## config.mk

```make
export PLATFORM = sky130hd
export DESIGN_NAME = udm_bus_mux
export DESIGN_NICKNAME = d
export VERILOG_FILES = /design/src/rtl/udm_bus_mux_pkg.sv /design/src/rtl/udm_bus_mux_ordfifo.sv /design/src/rtl/udm_bus_mux.sv
export SDC_FILE = /design/constraint.sdc
export NUM_CORES = 1
export LEC_CHECK = 0
export BUFFER_PORTS_ARGS = -buffer_cell sky130_fd_sc_hd__buf_2
export CAP_MARGIN = 20
export CORE_AREA = 2 2 122 124
export DETAILED_ROUTE_END_ITERATION = 8
export DIE_AREA = 0 0 124 126
export GPL_ROUTABILITY_DRIVEN = 0
export PLACE_DENSITY_LB_ADDON = 0.05
export SYNTH_ARGS = -nofsm -noshare
export SYNTH_HDL_FRONTEND = slang
export SYNTH_SLANG_ARGS = --single-unit
```

## constraint.sdc

```tcl
create_clock -name clk_i -period 4.7 [get_ports clk_i]
set_input_delay 0.94 -clock clk_i [delete_from_list [all_inputs] [get_ports clk_i]]
set_output_delay 0.94 -clock clk_i [all_outputs]
set_load 0.005 [all_outputs]
```

## src/rtl/udm_bus_mux_pkg.sv

```systemverilog
// Shared udm bus widths, address/data types and the slave address-decode helper.
// Pure definitions; no logic, no latency, no flow control.
package udm_bus_mux_pkg;

    localparam int UDM_ADDR_W = 32;
    localparam int UDM_DATA_W = 32;
    localparam int UDM_BE_W   = 4;

    typedef logic [UDM_ADDR_W-1:0] udm_addr_t;
    typedef logic [UDM_DATA_W-1:0] udm_data_t;

    function automatic logic slave_hit(input udm_addr_t addr, input udm_addr_t base, input udm_addr_t mask);
        return (addr & mask) == base;
    endfunction

endpackage

```

## src/rtl/udm_bus_mux_ordfifo.sv

```systemverilog
// Read-order FIFO of target indices; head visible combinationally, push/pop take effect at the clock edge.
// Pushes while full and pops while empty are ignored; the caller stalls on full_o.
module udm_bus_mux_ordfifo #(
    parameter int DEPTH_POW = 2,
    parameter int ENTRY_W   = 3
) (
    input  logic               clk_i,
    input  logic               rst_i,
    input  logic               push_i,
    input  logic [ENTRY_W-1:0] push_dat_i,
    input  logic               pop_i,
    output logic               full_o,
    output logic               empty_o,
    output logic [ENTRY_W-1:0] head_o
);

    localparam int DEPTH = 1 << DEPTH_POW;

    logic [ENTRY_W-1:0] r_mem [DEPTH];
    logic [DEPTH_POW:0] r_wr_ptr;
    logic [DEPTH_POW:0] r_rd_ptr;
    logic               w_push;
    logic               w_pop;

    // Extra MSB distinguishes full from empty when the index bits match.
    assign full_o  = (r_wr_ptr[DEPTH_POW] != r_rd_ptr[DEPTH_POW]) &&
                     (r_wr_ptr[DEPTH_POW-1:0] == r_rd_ptr[DEPTH_POW-1:0]);
    assign empty_o = (r_wr_ptr == r_rd_ptr);
    assign head_o  = r_mem[r_rd_ptr[DEPTH_POW-1:0]];
    assign w_push  = push_i & ~full_o;
    assign w_pop   = pop_i & ~empty_o;

    always_ff @(posedge clk_i) begin
        if (rst_i) begin
            r_wr_ptr <= '0;
            r_rd_ptr <= '0;
        end else begin
            if (w_push) r_wr_ptr <= r_wr_ptr + 1'b1;
            if (w_pop)  r_rd_ptr <= r_rd_ptr + 1'b1;
        end
    end

    always_ff @(posedge clk_i) begin
        if (w_push) r_mem[r_wr_ptr[DEPTH_POW-1:0]] <= push_dat_i;
    end

endmodule

```

## src/rtl/udm_bus_mux.sv

```systemverilog
// Address-decoding udm fan-out; requests pass through combinationally, read data returns 1 cycle after the head slave responds.
// Reads stall while the order FIFO is full; unmapped writes are acked and dropped. UDM_BUS_MUX_ERRCNT_EN adds an unmapped-access counter.
module udm_bus_mux
    import udm_bus_mux_pkg::*;
#(
    parameter int                       NUM_SLAVES    = 4,
    parameter logic [NUM_SLAVES*32-1:0] SLAVE_BASE    = {32'h80000000, 32'h00001000, 32'h00000004, 32'h00000000},
    parameter logic [NUM_SLAVES*32-1:0] SLAVE_MASK    = {32'hFFFFF000, 32'hFFFFF000, 32'hFFFFFFFC, 32'hFFFFFFFC},
    parameter int                       ORD_DEPTH_POW = 2,
    parameter udm_data_t                ERR_RDATA     = 32'hDEADBEEF
) (
    input  logic                     clk_i,
    input  logic                     rst_i,
    input  logic                     m_req_i,
    input  logic                     m_we_i,
    input  udm_addr_t                m_addr_bi,
    input  logic [UDM_BE_W-1:0]      m_be_bi,
    input  udm_data_t                m_wdata_bi,
    output logic                     m_ack_o,
    output logic                     m_resp_o,
    output udm_data_t                m_rdata_bo,
    output logic [NUM_SLAVES-1:0]    s_req_bo,
    output logic                     s_we_o,
    output udm_addr_t                s_addr_bo,
    output logic [UDM_BE_W-1:0]      s_be_bo,
    output udm_data_t                s_wdata_bo,
    input  logic [NUM_SLAVES-1:0]    s_ack_bi,
    input  logic [NUM_SLAVES-1:0]    s_resp_bi,
    input  logic [NUM_SLAVES*32-1:0] s_rdata_bi
`ifdef UDM_BUS_MUX_ERRCNT_EN
    ,
    output logic [15:0]              err_cnt_bo,
    input  logic                     err_clr_i
`endif
);

    localparam int SEL_W = $clog2(NUM_SLAVES + 1);
    localparam logic [SEL_W-1:0] SEL_UNMAPPED = SEL_W'(NUM_SLAVES);

    logic             w_hit;
    logic [SEL_W-1:0] w_sel;
    logic             w_ack_sel;
    logic             w_full;
    logic             w_empty;
    logic             w_stall;
    logic             w_push;
    logic             w_pop;
    logic [SEL_W-1:0] w_head;
    logic             w_head_err;
    logic             w_head_resp;
    udm_data_t        w_head_rdata;
    logic             r_resp;
    udm_data_t        r_rdata;

    // Descending scan so the lowest matching index is the one left in w_sel.
    always_comb begin
        w_hit = 1'b0;
        w_sel = SEL_UNMAPPED;
        for (int i = NUM_SLAVES - 1; i >= 0; i--) begin
            if (slave_hit(m_addr_bi, SLAVE_BASE[32*i +: 32], SLAVE_MASK[32*i +: 32])) begin
                w_hit = 1'b1;
                w_sel = SEL_W'(i);
            end
        end
    end

    always_comb begin
        w_ack_sel    = 1'b0;
        w_head_resp  = 1'b0;
        w_head_rdata = '0;
        s_req_bo     = '0;
        for (int i = 0; i < NUM_SLAVES; i++) begin
            if (w_sel == SEL_W'(i)) begin
                w_ack_sel   = s_ack_bi[i];
                s_req_bo[i] = m_req_i & w_hit & ~w_stall;
            end
            if (w_head == SEL_W'(i)) begin
                w_head_resp  = s_resp_bi[i];
                w_head_rdata = s_rdata_bi[32*i +: 32];
            end
        end
    end

    assign w_stall    = ~m_we_i & w_full;
    assign m_ack_o    = m_req_i & (w_hit ? (w_ack_sel & ~w_stall) : (m_we_i | ~w_full));
    assign w_push     = m_req_i & m_ack_o & ~m_we_i;
    assign w_head_err = (w_head == SEL_UNMAPPED);
    assign w_pop      = ~w_empty & (w_head_err | w_head_resp);

    assign s_we_o     = m_we_i;
    assign s_addr_bo  = m_addr_bi;
    assign s_be_bo    = m_be_bi;
    assign s_wdata_bo = m_wdata_bi;

    udm_bus_mux_ordfifo #(
        .DEPTH_POW (ORD_DEPTH_POW),
        .ENTRY_W   (SEL_W)
    ) u_ordfifo (
        .clk_i      (clk_i),
        .rst_i      (rst_i),
        .push_i     (w_push),
        .push_dat_i (w_sel),
        .pop_i      (w_pop),
        .full_o     (w_full),
        .empty_o    (w_empty),
        .head_o     (w_head)
    );

    always_ff @(posedge clk_i) begin
        if (rst_i) begin
            r_resp  <= 1'b0;
            r_rdata <= '0;
        end else begin
            r_resp <= w_pop;
            if (w_pop) r_rdata <= w_head_err ? ERR_RDATA : w_head_rdata;
        end
    end

    assign m_resp_o   = r_resp;
    assign m_rdata_bo = r_rdata;

`ifdef UDM_BUS_MUX_ERRCNT_EN
    logic [15:0] r_err_cnt;
    logic        w_err_acc;

    assign w_err_acc = m_req_i & m_ack_o & ~w_hit;

    always_ff @(posedge clk_i) begin
        if (rst_i || err_clr_i) begin
            r_err_cnt <= '0;
        end else if (w_err_acc && (r_err_cnt != 16'hFFFF)) begin
            r_err_cnt <= r_err_cnt + 16'd1;
        end
    end

    assign err_cnt_bo = r_err_cnt;
`endif

endmodule
```

; ---- Yosys cells after proc, flatten, opt, wreduce, memory -nomap -nowiden
; Memories as Yosys holds them, arrays and structs flattened. A register that Yosys moved wholly into a read port is not among the register bits.
; Cells that the tools add are included.
[op_classes]
add_sub_neg = 2
multipliers = 0
n_div = 0
n_lt_le_gt_ge = 0
n_eq_ne = 13
shift = 0
muxes = 30
bitwise_logic = 16
reduce_logical = 4
[ops]
columns = cell, count
row1 = 32-bit 2-to-1 mux, 5
row2 = 32-bit zero test, 1
row3 = "30-bit by 1-bit equality test with 1-bit output, second input constant", 1
row4 = "20-bit by 1-bit equality test with 1-bit output, second input constant", 1
row5 = "20-bit equality test, second input constant", 1
row6 = 1-bit 2-to-1 mux, 19
row7 = "3-bit by 2-bit equality test with 1-bit output, second input constant", 4
row8 = 3-bit 2-to-1 mux, 4
row9 = 1-bit bitwise AND, 10
row10 = "3-bit by 1-bit adder with 3-bit output, second input constant", 2
row11 = "3-bit by 1-bit equality test with 1-bit output, second input constant", 2
row12 = 3-bit zero test, 2
row13 = 2-bit 2-to-1 mux, 2
row14 = 1-bit inverter, 4
row15 = 3-bit equality test, 1
row16 = "3-bit equality test, second input constant", 1
row17 = 2-bit equality test, 1
row18 = 1-bit bitwise OR, 2
row19 = 1-bit logical AND, 1
row20 = 1-bit inequality test, 1
[word_totals]
register_bits = 39
latch_bits = 0
ram_bits = 12
romBits = 0
inputBits = 208
wordCells = 70
memories = 1
[mem_list]
columns = name, depth, word_bits, read_ports, rd_ports_with_merged_regs, write_ports, line_no
row1 = u_ordfifo.r_mem, 4, 3, 1, 1, 1, udm_bus_mux_ordfifo.sv:19  ; logic [ENTRY_W-1:0] r_mem [DEPTH];

; ---- Depth between registers and ports, before layout
[depth]
ltp_word = 18
ltp_mapped = 10

; ---- Cells and area by module
; A second synthesis with hierarchy kept.
[unflattened]
cells_unflattened = 383
hier_area_um2 = 3877.5
[by_module_without_submodules]
columns = mod, n_inst, cells_per_inst, area_per_inst_um2, seq_area_each_um2
row1 = udm_bus_mux, 1, 300, 2867.8, 660.6
row2 = udm_bus_mux_ordfifo, 1, 83, 1009.7, 520.5

; ---- Worst setup path before layout
; No wires, ideal clock.
[synth_timing]
path_kind = input -> output
start = in m_addr_bi[27]
end = out s_req_bo[0]
arrival_time_ns = 2.353
t_required_ns = 3.760
path_slack_ns = 1.407
cell_stages = 4
path_buffers = 0
path_cell_list = or4_1 or3_1 nor3_1 nor3b_1
[synth_via]
elab_chain_len = 8
[synth_lines]
columns = element, line_no
row1 = from (decl), udm_bus_mux.sv:16  ; input udm_addr_t m_addr_bi,
row2 = 20-bit equality test, udm_bus_mux_pkg.sv:13  ; return (addr & mask) == base;
row3 = 1-bit 2-to-1 mux (4 in series), udm_bus_mux.sv:60  ; if (slave_hit(m_addr_bi, SLAVE_BASE[32*i +: 32], SLAVE_MASK[32*i +: 32])) begin
row4 = 1-bit bitwise AND (2 in series), udm_bus_mux.sv:75  ; s_req_bo[i] = m_req_i & w_hit & ~w_stall;
row5 = 1-bit 2-to-1 mux (*), udm_bus_mux.sv:73  ; if (w_sel == SEL_W'(i)) begin
row6 = to (decl), udm_bus_mux.sv:22  ; output logic [NUM_SLAVES-1:0] s_req_bo,
; Every way passes the cells marked *; elsewhere a longest branch is shown, timed or not.

; ---- Final worst setup path
; Same ends and word-level chain as after synthesis.

==> impl_metrics.json <==
{
  "start_kind": "primary input",
  "hold_ws_ns": 0.463,
  "clock_sinks": 53,
  "die_x_um": 124,
  "vias": 3581,
  "post-dp-hpwl_um": 8660,
  "syn_nets": 654,
  "cts_setup_buffers": 0,
  "synth_area_leaders": "dfxtp_1 20%, mux2i_1 14%, buf_4 13%",
  "register_area_um2": 1180,
  "cp.arrival_ns": 2.66,
  "drv_cap": 0,
  "r2r_cells": 7,
  "clk_latency_ns": 0.29,
  "p_leak_nw": 2.41,
  "drt-total-wl_um": 11300,
  "synth_ff_type": "dfxtp_1",
  "fin_area_um2": 4960,
  "yosys_warnings": 0,
  "grt_max_degree": 43,
  "crit_required_ns": 3.76,
  "syn_inst": 441,
  "post_cts_resized": 0,
  "initialDrtViolationCount": 92,
  "slew_headroom": 0.486,
  "post_drt_wl_per_cell_um": 14.5,
  "vdd_drop_max_v": 0.000159,
  "synth_top_area_cell": "dfxtp_1",
  "clk_path_buf_depth": 2,
  "numPortBuffers": 238,
  "drc": 0,
  "firstDrtPassIters": 4,
  "overflow": 0,
  "dieArea_um2": 15600,
  "ioPinCount": 315,
  "track_usage": 0.137,
  "std_cell_rows": 44,
  "netlist-cell-type-count": 37,
  "die_h_um": 126,
  "ys_seq_elements": 53,
  "fillers": 1535,
  "h-tree-depth": 2,
  "grt_pass1_vias": 3495,
  "nets": 809,
  "drive_above_1_share": 0.523,
  "multiInputGateArea_um2": 2150,
  "hold_path.class": "reg2reg",
  "syn2layout_area_growth_pct": 23.4,
  "synth-async-reset-ratio": 0,
  "worstPathMaxFanout": 4,
  "core-area_um2": 14300,
  "min_period_over_period": 0.765,
  "p_total_mw": 1.62,
  "worst_slew_pin_slew_ns": 0.770,
  "cts_buffers": 5,
  "status": "completed",
  "post-route-min-period_ns": 3.60,
  "place_area_um2": 4800,
  "postRouteAntennaNets": 0,
  "rsz0062_at_grt": "no",
  "worstHoldPathCells": 2,
  "root_buffer": "clkbuf_16",
  "synth-edff-count": 12,
  "synth_area_um2": 4020,
  "fin_setup_tns_ns": 0,
  "slew_violations": 0,
  "final-setup-viol-count": 0,
  "cts_tree": "built",
  "initial_core_util": 0.281,
  "p_per_area_nw_per_um2": 327,
  "final_hold_viol_count": 0,
  "r2r_end": "m_rdata_bo[11]$_SDFFE_PP0P_",
  "synth_top_area_share": 0.204,
  "fin_skew_ns": 0.00585,
  "grt_pass1_wl_um": 17100,
  "yosysSeqAreaShare": 0.294,
  "cts_hold_buf": 0,
  "fmax_ghz": 0.278,
  "crit_path_end_kind": "primary output",
  "path_class": "in2out",
  "avgViaCountPerCell": 4.59,
  "synth_area_per_cell_um2": 9.11,
  "hp-start": "m_rdata_bo[14]$_SDFFE_PP0P_",
  "path_clk_slew_ns": 0.07,
  "antenna_found_initial": 0,
  "diodes": 0,
  "min_to": "m_rdata_bo[14]$_SDFFE_PP0P_",
  "r2r_setup_slack_ns": 1.33
}
-- logic make-up (layout without fill, tap and decap cells) --
family | count (synthesis) | in the layout | synth area share
AND/OR/NAND/NOR | 162 | 162 | 0.226
buffers and inverters | 99 | 255 | 0.173
multiplexers | 72 | 72 | 0.212
flip-flops | 53 | 53 | 0.294
AO/OA/AOI/OAI | 45 | 45 | 0.0682
adder cells (fa/ha/maj) | 5 | 5 | 0.0156
XOR/XNOR | 5 | 5 | 0.0109
-- worst max-delay path by stage --
stage                     slack [ns]  depth (start not counted)          start     endpoint
final                           1.10                          6  m_addr_bi[27]  s_req_bo[0]
after global routing            0.94                          6  m_addr_bi[27]  s_req_bo[0]
after CTS                       1.07                          6  m_addr_bi[27]  s_req_bo[0]
after detailed placement        1.07                          6  m_addr_bi[27]  s_req_bo[0]
after global placement          1.09                          6  m_addr_bi[27]  s_req_bo[0]
after floorplan                 1.41                          4  m_addr_bi[27]  s_req_bo[0]
-- power by group --
part           total (mW)  internal (mW)  leakage (nW)  switching (mW)
combinational       0.690          0.325          1.88           0.366
clock               0.354          0.196        0.0706           0.158
sequential          0.576          0.528         0.456          0.0479
-- cell type report --
type	instances	share of cell area
well taps	184	0.0464
flip-flops and latches	53	0.238
inverters	3	0.00227
multi-input cells	289	0.434
repair buffers	244	0.251
clock inverters	2	0.00202
clock buffers	6	0.0260
-- stage by stage --
stage | setup WS, ns | instances | utilization
3_3_place_gp | 1.09 | 772 | 0.336
4_1_cts | 1.07 | 780 | 0.345
6_report | 1.10 | 781 | 0.346
5_1_grt | 0.944 | 781 | 0.346
3_5_place_dp | 1.07 | 772 | 0.336
2_1_floorplan | 1.41 | 441 | -
-- state kept, by name (all words and copies together) (netlist names), named ones only --
register,cells
m_rdata_bo,32
m_resp_o,1
u_ordfifo.r_wr_ptr,3
u_ordfifo.r_mem,12
u_ordfifo.r_rd_ptr,3
-- layout by cell type, fill, tap and decap left out, types with 6 or more instances in the layout --
| cell | n |
|---|---|
| a31oi_1 | 24 |
| and2_1 | 6 |
| buf_2 | 238 |
| dfxtp_1 | 41 |
| edfxtp_1 | 12 |
| mux2i_1 | 58 |
| mux4_2 | 10 |
| nand2_1 | 55 |
| nand2b_1 | 10 |
| nand3_1 | 12 |
| nor2_1 | 17 |
| nor2_2 | 20 |
| nor3_2 | 23 |
| o21ai_1 | 8 |
-- cell usage after synthesis (5+ instances only) --
cell and instances:
nand2b_1 10, nor2_2 20, ha_1 5, edfxtp_1 12
buf_2 8, xnor2_1 5, mux2i_1 58, and2_1 6
mux4_2 10, buf_6 7, nor2_1 17, clkbuf_1 11
o21ai_1 10, nor3_2 23, nor4_1 5, nand2_1 55
buf_4 69, dfxtp_1 41, nand3_1 12, a31oi_1 24
-- critical path, cell delays in order --
cell and delay [ns]:
buf_2 0.10, or4_1 0.54, or3_1 0.45, nor3_1 0.28, nor3b_1 0.21, buf_2 0.14
-- metal layers --
| layer | share of wire | vias up | track usage | wire (µm) |
|---|---|---|---|---|
| li1 | - | 1786 | - | - |
| met1 | 0.42 | 1624 | 0.163 | 4760 |
| met2 | 0.49 | 151 | 0.252 | 5550 |
| met3 | 0.071 | 20 | 0.0199 | 802 |
| met4 | 0.018 | 0 | 0.0390 | 204 |
| met5 | 0 | - | 0 | 0 |
No activity file was read; power rests on OpenSTA's default activity.
